$ cat config.mk
export PLATFORM = sky130hd
export DESIGN_NAME = pc_fetch_unit_flat
export DESIGN_NICKNAME = d
export VERILOG_FILES = /design/src/rtl/pc_fetch_unit_if.sv /design/src/rtl/pc_fetch_unit.sv /design/src/flat_wrapper.sv
export SDC_FILE = /design/constraint.sdc
export NUM_CORES = 1
export LEC_CHECK = 0
export BUFFER_PORTS_ARGS = -buffer_cell sky130_fd_sc_hd__buf_2
export CAP_MARGIN = 40
export CORE_ASPECT_RATIO = 0.5
export CORE_MARGIN = 3
export CORE_UTILIZATION = 40
export CTS_BUF_LIST = sky130_fd_sc_hd__clkbuf_16
export DETAILED_ROUTE_END_ITERATION = 6
export GPL_TIMING_DRIVEN = 0
export PLACE_DENSITY = 0.78
export SLEW_MARGIN = 15
export SYNTH_ARGS = -nofsm -noshare
export SYNTH_HDL_FRONTEND = slang
export SYNTH_SLANG_ARGS = --single-unit
$ cat constraint.sdc
create_clock -name Clk -period 2.8 [get_ports Clk]
set_clock_uncertainty 0.05 [all_clocks]
set_input_delay 0.42 -clock Clk [delete_from_list [all_inputs] [get_ports Clk]]
set_output_delay 0.42 -clock Clk [all_outputs]
set_load 0.1 [all_outputs]
$ cat src/rtl/pc_fetch_unit_if.sv
// Bus bundle for pc_fetch_unit: the redirect inputs, the instruction-memory
// request/response channel, the decode hand-off and a state debug tap.
//
// Handshakes (the same rule applies to every channel):
//   - Memory request: the request transfers on a rising edge where IMemReq
//     and IMemGnt are both high. IMemAddr is stable while IMemReq is high
//     and no redirect is applied.
//   - Memory response: the memory returns one IMemRvalid pulse, carrying
//     IMemRdata, for each accepted request.
//   - Decode: the instruction transfers on a rising edge where InstrValid
//     and DecodeReady are both high. InstrOut and InstrPC hold their values
//     until that edge.
interface pc_fetch_unit_if;
    logic        BranchTaken;
    logic [31:0] BranchOffset;
    logic [31:0] RedirectBasePC;
    logic        Jump;
    logic [25:0] JumpIndex;
    logic        IMemReq;
    logic [31:0] IMemAddr;
    logic        IMemGnt;
    logic        IMemRvalid;
    logic [31:0] IMemRdata;
    logic        InstrValid;
    logic [31:0] InstrOut;
    logic [31:0] InstrPC;
    logic        DecodeReady;
    logic        AddrError;
    logic [1:0]  FetchState;

    // Fetch-unit side
    modport master (
        input  BranchTaken, BranchOffset, RedirectBasePC, Jump, JumpIndex,
        input  IMemGnt, IMemRvalid, IMemRdata, DecodeReady,
        output IMemReq, IMemAddr, InstrValid, InstrOut, InstrPC, AddrError,
        output FetchState
    );

    // Environment side (memory, decode, branch unit)
    modport slave (
        output BranchTaken, BranchOffset, RedirectBasePC, Jump, JumpIndex,
        output IMemGnt, IMemRvalid, IMemRdata, DecodeReady,
        input  IMemReq, IMemAddr, InstrValid, InstrOut, InstrPC, AddrError,
        input  FetchState
    );
endinterface

$ cat src/rtl/pc_fetch_unit.sv
// Instruction-fetch stage. It owns the PC, issues one word fetch at a time,
// and holds the returned word for decode. Branch and jump redirects can
// arrive in any state. If a redirect lands while a fetch is in flight, the
// stale response is discarded.
//
// Optional build macro FETCH_MISALIGN_TRAP_EN:
//   - Defined: a redirect target with nonzero low bits raises a sticky
//     AddrError and freezes fetch until reset.
//   - Undefined: the low two target bits are cleared, and AddrError stays 0.
//
// FetchState exposes the FSM encoding: 0 = S_REQ, 1 = S_WAIT, 2 = S_HOLD.
module pc_fetch_unit #(
    parameter logic [31:0] RESET_PC = 32'h0000_0000,
    parameter logic [31:0] PC_STEP  = 32'd4
) (
    input  logic            Clk,
    input  logic            Reset,
    pc_fetch_unit_if.master bus
);

    typedef enum logic [1:0] {
        S_REQ  = 2'd0,
        S_WAIT = 2'd1,
        S_HOLD = 2'd2
    } state_t;

    state_t      state;
    logic [31:0] pc;
    logic [31:0] req_pc;
    logic        discard;
    logic        instr_valid;
    logic [31:0] instr_out;
    logic [31:0] instr_pc;
    logic        addr_error;

    logic        redirect;
    logic [31:0] raw_target;
    logic [31:0] target;
    logic        target_bad;

    // Redirect target selection; branch wins over jump when both are asserted
    always_comb begin
        redirect   = bus.BranchTaken | bus.Jump;
        raw_target = bus.BranchTaken ? (bus.RedirectBasePC + bus.BranchOffset)
                                     : {bus.RedirectBasePC[31:28], bus.JumpIndex, 2'b00};
`ifdef FETCH_MISALIGN_TRAP_EN
        target     = raw_target;
        target_bad = redirect && (raw_target[1:0] != 2'b00);
`else
        target     = raw_target & 32'hFFFF_FFFC;
        target_bad = 1'b0;
`endif
    end

    // Fetch FSM: PC, outstanding-request bookkeeping and the decode holding register
    always_ff @(posedge Clk) begin
        if (Reset) begin
            state       <= S_REQ;
            pc          <= RESET_PC;
            req_pc      <= 32'h0;
            discard     <= 1'b0;
            instr_valid <= 1'b0;
            instr_out   <= 32'h0;
            instr_pc    <= 32'h0;
            addr_error  <= 1'b0;
        end else if (addr_error) begin
            // Trapped: everything stays frozen until reset
            state <= S_REQ;
        end else if (target_bad) begin
            // A misaligned target is never loaded. A request still in flight
            // (or granted this cycle) is marked for discard.
            addr_error  <= 1'b1;
            instr_valid <= 1'b0;
            state       <= S_REQ;
            discard     <= ((state == S_REQ) && bus.IMemGnt) ||
                           ((state == S_WAIT) && !bus.IMemRvalid);
        end else begin
            case (state)
                S_REQ: begin
                    if (bus.IMemGnt) begin
                        // The old PC goes out even if a redirect arrives in
                        // the same cycle; its data is then marked for discard.
                        req_pc <= pc;
                        state  <= S_WAIT;
                        if (redirect) begin
                            discard <= 1'b1;
                            pc      <= target;
                        end else begin
                            pc <= pc + PC_STEP;
                        end
                    end else if (redirect) begin
                        pc <= target;
                    end
                end
                S_WAIT: begin
                    if (bus.IMemRvalid) begin
                        discard <= 1'b0;
                        if (discard || redirect) begin
                            state <= S_REQ;
                            if (redirect) pc <= target;
                        end else begin
                            instr_out   <= bus.IMemRdata;
                            instr_pc    <= req_pc;
                            instr_valid <= 1'b1;
                            state       <= S_HOLD;
                        end
                    end else if (redirect) begin
                        pc      <= target;
                        discard <= 1'b1;
                    end
                end
                S_HOLD: begin
                    if (redirect) begin
                        instr_valid <= 1'b0;
                        pc          <= target;
                        state       <= S_REQ;
                    end else if (bus.DecodeReady) begin
                        instr_valid <= 1'b0;
                        state       <= S_REQ;
                    end
                end
                default: state <= S_REQ;
            endcase
        end
    end

    assign bus.IMemReq    = (state == S_REQ) && !Reset && !addr_error;
    assign bus.IMemAddr   = pc;
    assign bus.InstrValid = instr_valid;
    assign bus.InstrOut   = instr_out;
    assign bus.InstrPC    = instr_pc;
    assign bus.AddrError  = addr_error;
    assign bus.FetchState = state;

endmodule

$ cat src/flat_wrapper.sv
// flat-port wrapper written by rule: the top's interface ports become plain ports
module pc_fetch_unit_flat 
#(
    parameter logic [31:0] RESET_PC = 32'h0000_0000,
    parameter logic [31:0] PC_STEP  = 32'd4
)
  (Clk, Reset, bus_BranchTaken, bus_BranchOffset, bus_RedirectBasePC, bus_Jump, bus_JumpIndex, bus_IMemGnt, bus_IMemRvalid, bus_IMemRdata, bus_DecodeReady, bus_IMemReq, bus_IMemAddr, bus_InstrValid, bus_InstrOut, bus_InstrPC, bus_AddrError, bus_FetchState);
  pc_fetch_unit_if bus_i ();
  input  logic Clk;
  input  logic Reset;
  input wire logic [$bits(bus_i.BranchTaken)-1:0] bus_BranchTaken;
  input wire logic [$bits(bus_i.BranchOffset)-1:0] bus_BranchOffset;
  input wire logic [$bits(bus_i.RedirectBasePC)-1:0] bus_RedirectBasePC;
  input wire logic [$bits(bus_i.Jump)-1:0] bus_Jump;
  input wire logic [$bits(bus_i.JumpIndex)-1:0] bus_JumpIndex;
  input wire logic [$bits(bus_i.IMemGnt)-1:0] bus_IMemGnt;
  input wire logic [$bits(bus_i.IMemRvalid)-1:0] bus_IMemRvalid;
  input wire logic [$bits(bus_i.IMemRdata)-1:0] bus_IMemRdata;
  input wire logic [$bits(bus_i.DecodeReady)-1:0] bus_DecodeReady;
  output wire logic [$bits(bus_i.IMemReq)-1:0] bus_IMemReq;
  output wire logic [$bits(bus_i.IMemAddr)-1:0] bus_IMemAddr;
  output wire logic [$bits(bus_i.InstrValid)-1:0] bus_InstrValid;
  output wire logic [$bits(bus_i.InstrOut)-1:0] bus_InstrOut;
  output wire logic [$bits(bus_i.InstrPC)-1:0] bus_InstrPC;
  output wire logic [$bits(bus_i.AddrError)-1:0] bus_AddrError;
  output wire logic [$bits(bus_i.FetchState)-1:0] bus_FetchState;
  assign bus_i.BranchTaken = bus_BranchTaken;
  assign bus_i.BranchOffset = bus_BranchOffset;
  assign bus_i.RedirectBasePC = bus_RedirectBasePC;
  assign bus_i.Jump = bus_Jump;
  assign bus_i.JumpIndex = bus_JumpIndex;
  assign bus_i.IMemGnt = bus_IMemGnt;
  assign bus_i.IMemRvalid = bus_IMemRvalid;
  assign bus_i.IMemRdata = bus_IMemRdata;
  assign bus_i.DecodeReady = bus_DecodeReady;
  assign bus_IMemReq = bus_i.IMemReq;
  assign bus_IMemAddr = bus_i.IMemAddr;
  assign bus_InstrValid = bus_i.InstrValid;
  assign bus_InstrOut = bus_i.InstrOut;
  assign bus_InstrPC = bus_i.InstrPC;
  assign bus_AddrError = bus_i.AddrError;
  assign bus_FetchState = bus_i.FetchState;
  pc_fetch_unit #(.RESET_PC(RESET_PC), .PC_STEP(PC_STEP)) u_core (.Clk(Clk), .Reset(Reset), .bus(bus_i));
endmodule
==> flow_summary_export.csv <==
group,metric,value,unit
outcome,status,"finished, final reports clean",
yosys,synth_area,0.00730,mm²
cells_and_area,final_layout_size_suffix_gt1_frac,0.251,
timing,setup_viol_count_final,0,
place,io_buffers,225,
global_route,antenna_found_initial,0,
setup_path,crit_start,"bus_BranchOffset[2]",
floorplanning,start_util,0.415,
routing,dr.first_iter.drc_count,655,
setup_path,crit-reg2reg-launch,"u_core.bus.IMemAddr[4]",
routing,wl_per_cell,17.5,µm
yosys,synth_nets,1143,
cells_and_area,nNetsFinal,1392,
yosys,synth_top_area_share,0.362,
run,drv_cap,0,
clock_tree,cts_root_buffer,"clkbuf_16",
timing,hold_viol_final,0,
timing,slew_viol_final,0,
yosys,yosys_register_bits,132,
timing,hold_ws,187,ps
routing,via_count,8009,
routing,drc,0,
timing,setup_ws,63.3,ps
yosys,ys_seq_area_frac,0.362,
yosys,yosysTopAreaCell,"dfxtp_1",
clock_tree,numCtsBuffers,17,
place,dpl_worst_slack,-381,ps
routing,ant_nets,0,
min_path,holdPathStages,3,
min_path,worstHoldStart,"bus_IMemRdata[11]",
setup_path,path_max_fanout,3,
setup_path,path_class,"in -> reg",
routing,totalWireLength,25800,µm
clock_tree,ctsHoldBuffers,0,
clock_tree,cts.sinks,132,
timing,fin_crit,2740,ps
timing,slew_headroom,0.502,
setup_path,crit_path_start_kind,"input port",
floorplanning,core-area,0.0176,mm²
routing,firstDrtPassIters,5,
cells_and_area,layout.cells.most_common,"nand2_1",
cells_and_area,final_area,0.00949,mm²
floorplanning,rows,34,
cells_and_area,final_cell_mix,"235 x nand2_1, 222 x buf_2, 155 x a21oi_1",
floorplanning,die_w,197,µm
yosys,synthArstFlopShare,0,
timing,tightest_slew,747,ps
cells_and_area,utilization,0.539,
yosys,yosysWarningCount,0,
clock_tree,clock_path_buffers,2,
place,dp_hpwl,19600,µm
place,gp_congestion,0.969,
floorplanning,dieHeight,102,µm
clock_tree,path_clk_slew,60,ps
routing,vias_per_cell,5.43,
yosys,synthDistinctLibCells,71,
min_path,hold_class,"in -> reg",
yosys,syn_avg_cell_area,7.46,µm²
global_route,grt_max_degree,17,
cells_and_area,instances_no_fill,1475,
global_route,grt_pass1_vias,7501,
global_route,grt_usage,0.244,
yosys,syn_inst,979,
timing,timing.fmax,0.365,GHz
floorplanning,io_pins,230,
place,placed_area,0.00874,mm²
yosys,ys.flop_type,"dfxtp_1",
place,dpl.cell_count,1438,
cells_and_area,diodes,0,
power,ir_drop,0.384,mV
timing,rsz0062_at_grt,"yes",
setup_path,reg2reg_depth,10,
timing,setup-tns-final,0,ps
setup_path,required,3040,ps
yosys,synth_area_leaders,"dfxtp_1 36%, nand2_1 12%, a21oi_1 11%",
clock_tree,clk-insertion-delay-late,420,ps
setup_path,critPathArrivalTime,2970,ps
floorplanning,dieArea,0.0200,mm²
setup_path,crit_path_end_kind,"register",
global_route,grt-ovfl-total,0,
timing,period_share,0.977,
power,total_power,5.68,mW
power,p_leak,4.11,nW
yosys,synth_edf_count,0,
clock_tree,cts_max_level,4,
power,power_density,598,mW/mm²
cells_and_area,syn_to_final_growth,30.0,%
clock_tree,tritoncts,"yes",
global_route,grt_pass1_wl,38900,µm
-- final timing paths --
kind,to,slack (ps)
worst min register to register,u_core.bus.InstrPC[16],400
worst max register to register,u_core.bus.IMemAddr[27],70
worst max-delay path,u_core.bus.IMemAddr[28],60
worst min-delay path,u_core.bus.InstrOut[11],190
-- repair_timing --
| item | CTS | global route |
|---|---|---|
| buffers inserted | 0 | 6 |
| resized for setup | 0 | 24 |
| endpoints found under the setup margin | 0 | 34 |
-- critical path, cell delays in order --
cell and delay, ps:
buf_6 100, ha_4 270, o21ai_4 50, a221o_1 410
o21ai_2 230, nand4_1 190, a211o_2 380, a311oi_4 390
mux2_4 340, a21oi_2 150, nor3_2 40
-- cells by family (layout without fill, tap and decap cells) --
kind of cell | Yosys count | after routing | synth area share
and+or+nand+nor | 407 | 407 | 0.242
AOI/OAI and AO/OA | 281 | 281 | 0.230
DFF | 132 | 132 | 0.362
buffers and inverters | 78 | 340 | 0.0493
xor gates and xnor gates | 36 | 36 | 0.0432
adders and majority gates | 35 | 35 | 0.0600
muxes | 9 | 9 | 0.0130
other | 1 | 1 | 0.000513
-- synth_stat cells, drive strengths merged, types with 5 or more instances --
library cell / instances
a211oi: 11
a21o: 15
a21oi: 157
a221oi: 5
a22oi: 6
a31oi: 10
and2: 5
and3: 8
buf: 11
clkbuf: 50
dfxtp: 132
ha: 35
inv: 16
mux2i: 8
nand2: 235
nand2b: 7
nand3: 21
nand3b: 5
nand4: 14
nor2: 63
nor2b: 6
nor3: 25
o211ai: 6
o21ai: 37
or3: 5
xnor2: 12
xor2: 24
-- state kept, by name, indices dropped and copies added (netlist names) --
signal	count
u_core.bus.FetchState	2
u_core.bus.IMemAddr	32
u_core.bus.InstrOut	32
u_core.bus.InstrPC	32
u_core.bus.InstrValid	1
u_core.discard	1
u_core.req_pc	32
-- per-layer routing --
layer | vias up | part of all wire | track usage
met5 | - | 0 | 0
met4 | 0 | 0.033 | 0.106
li1 | 3925 | - | -
met3 | 67 | 0.082 | 0.0399
met2 | 399 | 0.45 | 0.397
met1 | 3618 | 0.44 | 0.326
-- power breakdown --
group | total (mW) | internal [mW] | switching (mW)
Sequential | 2.09 | 1.96 | 0.128
Combinational | 1.42 | 0.430 | 0.993
Clock | 2.17 | 1.19 | 0.977
Total | 5.68 | 3.58 | 2.10
-- final cells by class --
type                       instances  area [µm²]
buffer                            61         300
clock buffer                      17         425
clock inverter                    15         153
fill                            1701        8120
inverter                          16        60.1
multi-input combinational        769        4400
sequential                       132        2660
tap                              234         293
timing repair buffer             231        1200
Power figures use the tool's default switching activity.
